<file path="config.mk">
export PLATFORM = sky130hd
export DESIGN_NAME = mips32_fetch_unit
export DESIGN_NICKNAME = d
export VERILOG_FILES = /design/src/rtl/mips32_pkg.sv /design/src/rtl/mips32_fetch_fifo.sv /design/src/rtl/mips32_fetch_unit.sv
export SDC_FILE = /design/constraint.sdc
export NUM_CORES = 1
export LEC_CHECK = 0
export BUFFER_PORTS_ARGS = -buffer_cell sky130_fd_sc_hd__buf_2
export CORE_MARGIN = 1.5
export CORE_UTILIZATION = 55
export CTS_BUF_LIST = sky130_fd_sc_hd__clkbuf_2
export CTS_CLUSTER_DIAMETER = 80
export DETAILED_ROUTE_END_ITERATION = 8
export PLACE_DENSITY_LB_ADDON = 0.05
export REMOVE_ABC_BUFFERS = 1
export SLEW_MARGIN = 15
export SYNTH_ARGS = -nofsm -noshare
export SYNTH_HDL_FRONTEND = slang
export SYNTH_SLANG_ARGS = --single-unit
</file>
<file path="constraint.sdc">
create_clock -name clk -period 2.6 [get_ports clk]
set_input_delay 0.13 -clock clk [delete_from_list [all_inputs] [get_ports clk]]
set_output_delay 0.13 -clock clk [all_outputs]
set_load 0.1 [all_outputs]
</file>
<file path="src/rtl/mips32_pkg.sv">
// Shared MIPS32 core definitions: instruction width, opcode field and opcode encodings
// used by fetch and decode.
package mips32_pkg;

  localparam int INSTR_W = 32;
  localparam int OPC_MSB = 31;
  localparam int OPC_LSB = 26;

  typedef enum logic [5:0] {
    OPC_RTYPE = 6'h00,
    OPC_JAL   = 6'h03,
    OPC_ADDI  = 6'h08,
    OPC_ADDIU = 6'h09,
    OPC_SLTI  = 6'h0a,
    OPC_LW    = 6'h23,
    OPC_SW    = 6'h2b,
    OPC_HLT   = 6'h3f
  } opcode_e;

  function automatic logic is_hlt(input logic [INSTR_W-1:0] instr);
    return (instr[OPC_MSB:OPC_LSB] == OPC_HLT);
  endfunction

endpackage

</file>
<file path="src/rtl/mips32_fetch_fifo.sv">
// Prefetch queue between instruction memory and decode: DEPTH entries of {instr, npc},
// synchronous flush, occupancy count exposed for the fetch credit check.
module mips32_fetch_fifo #(
  parameter int DEPTH  = 4,
  parameter int DATA_W = 42
) (
  input  logic                   clk,
  input  logic                   rst_n,
  input  logic                   flush,
  input  logic                   push,
  input  logic [DATA_W-1:0]      push_data,
  input  logic                   pop,
  output logic [DATA_W-1:0]      head_data,
  output logic [$clog2(DEPTH):0] count
);

  localparam int PTR_W = $clog2(DEPTH);
  localparam int CNT_W = PTR_W + 1;

  logic [DATA_W-1:0] mem_r [DEPTH];
  logic [PTR_W-1:0]  wr_ptr_r;
  logic [PTR_W-1:0]  rd_ptr_r;
  logic [CNT_W-1:0]  count_r;
  logic              push_ok_s;
  logic              pop_ok_s;

  // Qualify push/pop against occupancy; an empty queue never bypasses a push.
  always_comb begin
    push_ok_s = push && (count_r != CNT_W'(DEPTH));
    pop_ok_s  = pop && (count_r != {CNT_W{1'b0}});
  end

  // Storage, pointers and occupancy; flush drops every entry including the head.
  always_ff @(posedge clk or negedge rst_n) begin
    if (!rst_n) begin
      wr_ptr_r <= {PTR_W{1'b0}};
      rd_ptr_r <= {PTR_W{1'b0}};
      count_r  <= {CNT_W{1'b0}};
      for (int i = 0; i < DEPTH; i++) begin
        mem_r[i] <= {DATA_W{1'b0}};
      end
    end else if (flush) begin
      wr_ptr_r <= {PTR_W{1'b0}};
      rd_ptr_r <= {PTR_W{1'b0}};
      count_r  <= {CNT_W{1'b0}};
    end else begin
      if (push_ok_s) begin
        mem_r[wr_ptr_r] <= push_data;
        wr_ptr_r        <= wr_ptr_r + PTR_W'(1);
      end
      if (pop_ok_s) begin
        rd_ptr_r <= rd_ptr_r + PTR_W'(1);
      end
      case ({push_ok_s, pop_ok_s})
        2'b10:   count_r <= count_r + CNT_W'(1);
        2'b01:   count_r <= count_r - CNT_W'(1);
        default: count_r <= count_r;
      endcase
    end
  end

  assign head_data = mem_r[rd_ptr_r];
  assign count     = count_r;

endmodule

</file>
<file path="src/rtl/mips32_fetch_unit.sv">
// Instruction-fetch stage: issues one-word reads, queues returned words with their
// next-PC for decode, squashes on redirect and stops fetching once HLT is seen.
module mips32_fetch_unit
  import mips32_pkg::*;
#(
  parameter int              ADDR_W   = 10,
  parameter int              DEPTH    = 4,
  parameter logic [ADDR_W-1:0] RESET_PC = '0
) (
  input  logic              clk,
  input  logic              rst_n,
  output logic              imem_en,
  output logic [ADDR_W-1:0] imem_addr,
  input  logic [31:0]       imem_rdata,
  input  logic              redirect_valid,
  input  logic [ADDR_W-1:0] redirect_pc,
  output logic              id_valid,
  input  logic              id_ready,
  output logic [31:0]       id_instr,
  output logic [ADDR_W-1:0] id_npc,
  output logic              halted
);

  localparam int CNT_W = $clog2(DEPTH) + 1;
  localparam int ENT_W = INSTR_W + ADDR_W;

  logic              run_r;
  logic              inflight_r;
  logic              tag_r;
  logic              epoch_r;
  logic              stop_r;
  logic              halted_r;
  logic [ADDR_W-1:0] pc_r;
  logic [ADDR_W-1:0] req_npc_r;

  logic [CNT_W-1:0]  count_s;
  logic [ENT_W-1:0]  head_s;
  logic [CNT_W:0]    used_s;
  logic              redirect_s;
  logic              push_s;
  logic              hlt_push_s;
  logic              credit_s;
  logic              issue_s;
  logic              pop_s;
  logic              head_valid_s;

  // Issue, push and pop decisions. An HLT arriving this cycle already blocks the next
  // request so nothing past it is ever fetched; pops are not credited until next cycle.
  always_comb begin
    redirect_s   = redirect_valid && !halted_r;
    push_s       = inflight_r && (tag_r == epoch_r) && !redirect_s;
    hlt_push_s   = push_s && is_hlt(imem_rdata);
    used_s       = {1'b0, count_s} + {{CNT_W{1'b0}}, inflight_r};
    credit_s     = (used_s < (CNT_W+1)'(DEPTH));
    issue_s      = run_r && !stop_r && !hlt_push_s && !halted_r && !redirect_s && credit_s;
    head_valid_s = (count_s != {CNT_W{1'b0}});
    pop_s        = head_valid_s && id_ready && !redirect_s;
  end

  // PC, credit, epoch, stop and halt state; redirect wins over issue and HLT detect.
  always_ff @(posedge clk or negedge rst_n) begin
    if (!rst_n) begin
      run_r      <= 1'b0;
      inflight_r <= 1'b0;
      tag_r      <= 1'b0;
      epoch_r    <= 1'b0;
      stop_r     <= 1'b0;
      halted_r   <= 1'b0;
      pc_r       <= RESET_PC;
      req_npc_r  <= {ADDR_W{1'b0}};
    end else begin
      run_r      <= 1'b1;
      inflight_r <= issue_s;
      if (issue_s) begin
        pc_r      <= pc_r + ADDR_W'(1);
        req_npc_r <= pc_r + ADDR_W'(1);
        tag_r     <= epoch_r;
      end
      if (redirect_s) begin
        pc_r    <= redirect_pc;
        epoch_r <= ~epoch_r;
        stop_r  <= 1'b0;
      end else if (hlt_push_s) begin
        stop_r <= 1'b1;
      end
      if (pop_s && is_hlt(head_s[ENT_W-1 -: INSTR_W])) begin
        halted_r <= 1'b1;
      end
    end
  end

  mips32_fetch_fifo #(
    .DEPTH  (DEPTH),
    .DATA_W (ENT_W)
  ) u_fifo (
    .clk       (clk),
    .rst_n     (rst_n),
    .flush     (redirect_s),
    .push      (push_s),
    .push_data ({imem_rdata, req_npc_r}),
    .pop       (pop_s),
    .head_data (head_s),
    .count     (count_s)
  );

  assign imem_en   = issue_s;
  assign imem_addr = pc_r;
  assign id_valid  = head_valid_s;
  assign id_instr  = head_s[ENT_W-1 -: INSTR_W];
  assign id_npc    = head_s[ADDR_W-1:0];
  assign halted    = halted_r;

endmodule
</file>
==> Word-level counts from Yosys, hierarchy flattened <==
Cells that the tools add are included.
{ "word_totals": {"n_memories": 0, "in_bits": 46, "reg_bits": 201, "ramBits": 0, "rom_bits": 0, "word_cells": 77, "output_inout_bits": 55, "latch_bits": 0} }
{ "classes": {"add_sub_neg": 6, "n_reduce_logical": 26, "muxes": 16, "n_eq_ne": 6, "n_mul": 0, "order_cmp": 4, "bitwise": 4, "shifts": 0, "div": 0} }
{ "op_table": {"columns": ["operator", "n"], "rows": [
  ["$bwmux 168", 1],
  ["$mux 42", 3],
  ["$bmux 42 s2", 1],
  ["$demux 42 s2", 1],
  ["$mux 10", 2],
  ["$logic_and 1x1->1", 15],
  ["$eq 6x6->1 const B", 2],
  ["$add 10x1->10 const B", 1],
  ["$mux 2", 4],
  ["$reduce_bool 2->1", 4],
  ["$ge 3x3->1 const B", 2],
  ["$not 2->3", 2],
  ["$pmux 3 s2", 1],
  ["$reduce_bool 3->1", 2],
  ["$add 2x1->2 const B", 2],
  ["$add 3x1->4", 1],
  ["$logic_not 1->1", 4],
  ["$lt 4x3->1 const B", 1],
  ["$add 3x1->3 const B", 1],
  ["$lt 3x1->1 const B", 1],
  ["$mux 3", 1],
  ["$ne 3x3->1 const B", 1],
  ["$sub 3x1->3 const B", 1],
  ["$eq 2x1->1 const B", 1],
  ["5 further kinds", 7]
]} }

==> Depth between registers and ports, before layout <==
{ "depth": {"depth_word": 12, "ltp_mapped": 8, "ltp_nobuf": 7} }

==> Hierarchy <==
From an unflattened synthesis, not the netlist that was laid out.
{ "unflattened": {"hier_cells": 588, "hier_area_um2": 9864.5} }
{ "modules_own_cells": {"columns": ["module", "seq_area_each_um2", "n_inst", "area_each_um2", "cells_per_inst"], "rows": [
  ["mips32_fetch_fifo", 4379.2, 1, 8638.3, 470],
  ["mips32_fetch_unit", 650.6, 1, 1226.2, 118]
]} }

==> Worst setup path before layout <==
No wires, ideal clock.
{ "synth_path": {"path_kind": "flip-flop to flip-flop", "from": "register halted_r, in the netlist halted", "to": "register u_fifo.count_r[2], in the netlist u_fifo.count[2]", "stages_incl_launch_ff": 9, "required_time_ps": 2466, "t_arrival_ps": 2545, "path_buffers": 1, "synth_period_minus_slack_ps": 2679, "path_slack_ps": -79, "path_cell_list": "dfrtp_1 -> nand2b_1 -> and4_4 -> buf_12 -> nor3_1 -> fa_1 -> nor3_1 -> o21ai_0 -> nor3b_2"} }
{ "synth_between": {"elab_chain_cells": 8, "elab_cells_between_ends": 12, "cone_classes": "eq/ne (2); mux (2); reduce/logical (8)"} }
{ "synth_lines": {"columns": ["element", "line", "rtl"], "rows": [
  ["start: declaration", "mips32_fetch_unit.sv:32", "logic halted_r;"],
  ["start signal: assignment", "mips32_fetch_unit.sv:68", "halted_r <= 1'b0;"],
  ["start signal: assignment", "mips32_fetch_unit.sv:87", "halted_r <= 1'b1;"],
  ["$logic_not 1->1 *", "mips32_fetch_unit.sv:50", "redirect_s = redirect_valid && !halted_r;"],
  ["$logic_and 1x1->1 *", "mips32_fetch_unit.sv:50", null],
  ["$logic_not 1->1", "mips32_fetch_unit.sv:51, mips32_fetch_unit.sv:57", null],
  ["$logic_and 1x1->1, on equally long branches", "mips32_fetch_unit.sv:57, mips32_fetch_unit.sv:51", null],
  ["$logic_and 1x1->1, on equally long branches", "mips32_fetch_fifo.sv:30, mips32_fetch_fifo.sv:29", null],
  ["$eq 2x1->1 / $eq 2x2->1 (equally long branches)", "mips32_fetch_fifo.sv:54", "case ({push_ok_s, pop_ok_s})"],
  ["$pmux 3 s2", "mips32_fetch_fifo.sv:54", null],
  ["$mux 3", "mips32_fetch_fifo.sv:42", "end else if (flush) begin"],
  ["end signal: assignment", "mips32_fetch_fifo.sv:45", "count_r <= {CNT_W{1'b0}};"],
  ["end signal: assignment", "mips32_fetch_fifo.sv:55", "2'b10: count_r <= count_r + CNT_W'(1);"],
  ["end signal: assignment", "mips32_fetch_fifo.sv:56", "2'b01: count_r <= count_r - CNT_W'(1);"],
  ["end: declaration", "mips32_fetch_fifo.sv:23", "logic [CNT_W-1:0] count_r;"]
]} }
Every way passes the cells marked *; elsewhere a longest branch is shown, timed or not.
A chain may end at the register's enable or synchronous reset.

==> Worst setup path in the final report <==
{ "layout_path": {"from": "register u_fifo.rd_ptr_r[0]", "to": "output id_npc[8]"} }
{ "layout_between": {"elab_chain_cells": 4} }
{ "layout_lines": {"columns": ["element", "line", "rtl"], "rows": [
  ["start: declaration", "mips32_fetch_fifo.sv:22", "logic [PTR_W-1:0] rd_ptr_r;"],
  ["start signal: assignment", "mips32_fetch_fifo.sv:37", "rd_ptr_r <= {PTR_W{1'b0}};"],
  ["start signal: assignment", "mips32_fetch_fifo.sv:44", "rd_ptr_r <= {PTR_W{1'b0}};"],
  ["start signal: assignment", "mips32_fetch_fifo.sv:52", "rd_ptr_r <= rd_ptr_r + PTR_W'(1);"],
  ["$not 2->3 (implied by the code)", "mips32_fetch_fifo.sv:62", "assign head_data = mem_r[rd_ptr_r];"],
  ["$bmux 42 s2", "mips32_fetch_fifo.sv:62", null],
  ["$mux 42 (implied by the code) (2 in series)", "mips32_fetch_fifo.sv:62", null],
  ["end: declaration", "mips32_fetch_unit.sv:20", "output logic [ADDR_W-1:0] id_npc,"]
]} }
Every way passes these cells. The select of a mux whose other input is x is not followed.

==> out/metrics.csv <==
metric;value;unit
status;complete, no violations;
die_area;18600;sq um
synth_cells;580;
avgSynthCellArea;16.9;sq um
cts_root_buf;clkbuf_2;
first_iter_violations;273;
final-hold-violation-count;0;
max-slew-margin-rel;50.8;%
grt_overflow_total;0;
start_util;56.5;%
drc_errors;0;
die-width;137;um
cp_max_fo;12;
insertion_delay;0.81;ns
r2r_setup_slack;0.19;ns
worst-endpoint-arrival;2.35;ns
dpl.hpwl;12.1;mm
min_period_over_period;95.6;%
yosysUniqueCellTypes;39;
crit_end;id_npc[8];
cp-end-kind;output pin;
final-setup-viol-count;0;
cp-start-kind;register;
drive_above_1_share;51.6;%
synthTopCellsByCount;dfrtp_1 (201), mux2_4 (160), mux4_2 (42);
timing.rr.start;halted;
cts.sinks;201;
pin_count;101;
rows;48;
nNetsFinal;845;
synth_flop_cell;dfrtp_1;
min_path_type;in -> reg;
p_leak;6.06;nW
syn_area;9810;sq um
grt_use_total;22.5;%
synth_largest_area_cell;dfrtp_1;
totalWireLength;20.0;mm
drt-pass1-iter-count;4;
vias_per_cell;5.47;
areaGrowthSynthToFinish;19.3;%
worstPathCellList;buf_12 -> mux4_2 -> buf_2;
slowest_delay;0.54;ns
r2r-end;imem_addr[3];
cap_violations;0;
grt_max_degree;90;
dr_total_vias;5761;
synth_top_cell_area_share;51.3;%
post-place-ws;0.422;ns
wl_per_cell;18.9;um
reg2regPathDepth;9;
rsz0062_at_grt;no;
htree_levels;2;
yosysMostFrequentCell;dfrtp_1;
ys_seq_elements;201;
drtAntennaViolNets;0;
fmax;0.402;GHz
ys_async_sr_fraction;100;%
ys_seq_area_share;51.3;%
worstMarginPinSlew;0.738;ns
core_area;17400;sq um
grt_pass1_wl;32.6;mm
cts_buffer_depth;3;
critPathRequiredTime;2.47;ns
period_needed;2.48;ns
vdd_ir_drop_max;1.01;mV
cts_tree;yes;
cts_made_buffers;55;
slowest_stage;dfrtp_4;
min_delay_path_depth;5;
io_buffers;100;
clk_pin_slew;0.09;ns
worstSetupStartpoint;u_fifo.rd_ptr_r[0];
fp.dieH;137;um
tns;0;ns
grt_pass1_vias;6210;
antenna_found_initial;1;
synth_area_leaders;dfrtp_1 (51%), mux2_4 (24%), mux4_2 (9.6%), buf_12 (3.5%), mux2_2 (1.0%);
yosysWarningCount;0;
layout_setup_ws;0.115;ns
drv_slew;0;
fill_cells;1241;
final_util;67.4;%
gp_congestion;0.790;
p_per_area;1170;nW/um^2
fin_worst_skew;0.0601;ns
synth_edf_count;0;
path_class;reg -> out;
-- metrics by stage --
stage / area, sq um / hold slack, ns / cells / total power, W
2_1_floorplan: 9380 / -0.166 / 545 / 0.0102
3_3_place_gp: 10500 / 0.231 / 894 / 0.0114
3_5_place_dp: 10500 / 0.242 / 894 / 0.0115
4_1_cts: 11700 / 0.0649 / 1053 / 0.0138
5_1_grt: 11700 / 0.116 / 1054 / 0.0143
6_report: 11700 / 0.165 / 1054 / 0.0137
-- cells by family after synthesis --
group	count (synthesis)	share of synthesized area, %
muxes	214	35.5
adders and majority gates	6	0.842
DFF	201	51.3
xor gates and xnor gates	13	1.24
and+or+nand+nor	76	4.58
AOI/OAI and AO/OA	30	2.00
other	1	0.0382
buffers and inverters	39	4.57
-- metal layers --
| layer | global-route usage (%) | vias up | share of wire [%] | wire length [um] |
|---|---|---|---|---|
| met5 | 0 | - | 0 | 0 |
| met2 | 35.6 | 169 | 48 | 9630 |
| met4 | 7.62 | 0 | 1.4 | 276 |
| met1 | 31.3 | 2986 | 46 | 9140 |
| met3 | 4.41 | 27 | 4.6 | 919 |
| li1 | - | 2579 | - | - |
-- sequential cells by signal, indices dropped and copies added (netlist names) --
register,count
imem_addr,10
epoch_r,1
u_fifo.wr_ptr_r,2
u_fifo.rd_ptr_r,2
u_fifo.count,3
inflight_r,1
req_npc_r,10
u_fifo.mem_r,168
stop_r,1
halted,1
run_r,1
tag_r,1
-- what timing repair did --
action	in CTS	in global routing
endpoints found under the hold margin	351	0
setup endpoints to repair	39	9
gates resized for setup	12	7
setup buffers	2	0
hold buffers	65	0
pin swaps	1	0
-- worst min path at each step --
stage,from,to,slack (ns)
2_1_floorplan,rst_n,epoch_r,-0.17
3_3_place_gp,rst_n,u_fifo.mem_r[152],0.23
3_5_place_dp,rst_n,u_fifo.mem_r[152],0.24
4_1_cts,redirect_pc[2],imem_addr[2],0.06
5_1_grt,redirect_pc[2],imem_addr[2],0.12
6_report,redirect_pc[2],imem_addr[2],0.16
-- report_power, final --
| part | total, W | internal (W) | leakage (nW) | switching [W] |
|---|---|---|---|---|
| registers | 0.00438 | 0.00382 | 2.67 | 0.000551 |
| logic | 0.00728 | 0.00231 | 3.04 | 0.00497 |
| clock network | 0.00204 | 0.000768 | 0.346 | 0.00127 |
-- critical path: cells and delay by family, from the launching register on --
family / cells / cell delay, ns
buffers and inverters: 2 / 0.50
DFF: 1 / 0.54
muxes: 1 / 0.54
-- cell type report --
| type | instances | area, sq um | area share, % |
|---|---|---|---|
| antenna | 1 | 2.50 | 0.0214 |
| tap | 225 | 282 | 2.41 |
| multi-input combinational | 340 | 4340 | 37.1 |
| inverter | 4 | 15.0 | 0.128 |
| clock buffer | 74 | 370 | 3.17 |
| clock inverter | 18 | 68.8 | 0.588 |
| sequential | 201 | 5040 | 43.0 |
| timing repair buffer | 191 | 1590 | 13.5 |
-- cells in the final DEF (no fill, tap or decap), types with 2 or more instances in the layout --
cell type	n
nor3_1	5
dfrtp_4	2
o21ai_0	14
clkbuf_2	74
buf_12	15
xor2_1	6
inv_1	4
nor2_1	7
inv_2	3
o211ai_1	7
mux2_4	160
and4_1	2
dlygate4sd3_1	65
nand2_1	26
buf_4	22
a211o_1	2
ha_1	5
dfrtp_1	199
nand2b_1	2
mux2i_1	3
xnor2_1	6
clkinv_1	14
nand2_8	4
mux4_2	42
nor2b_1	2
nand4_1	3
o31a_1	2
a21o_1	3
clkbuf_4	6
nand3_1	14
mux2_2	9
buf_2	82
and3_1	5
No activity file was read; power rests on OpenSTA's default activity.
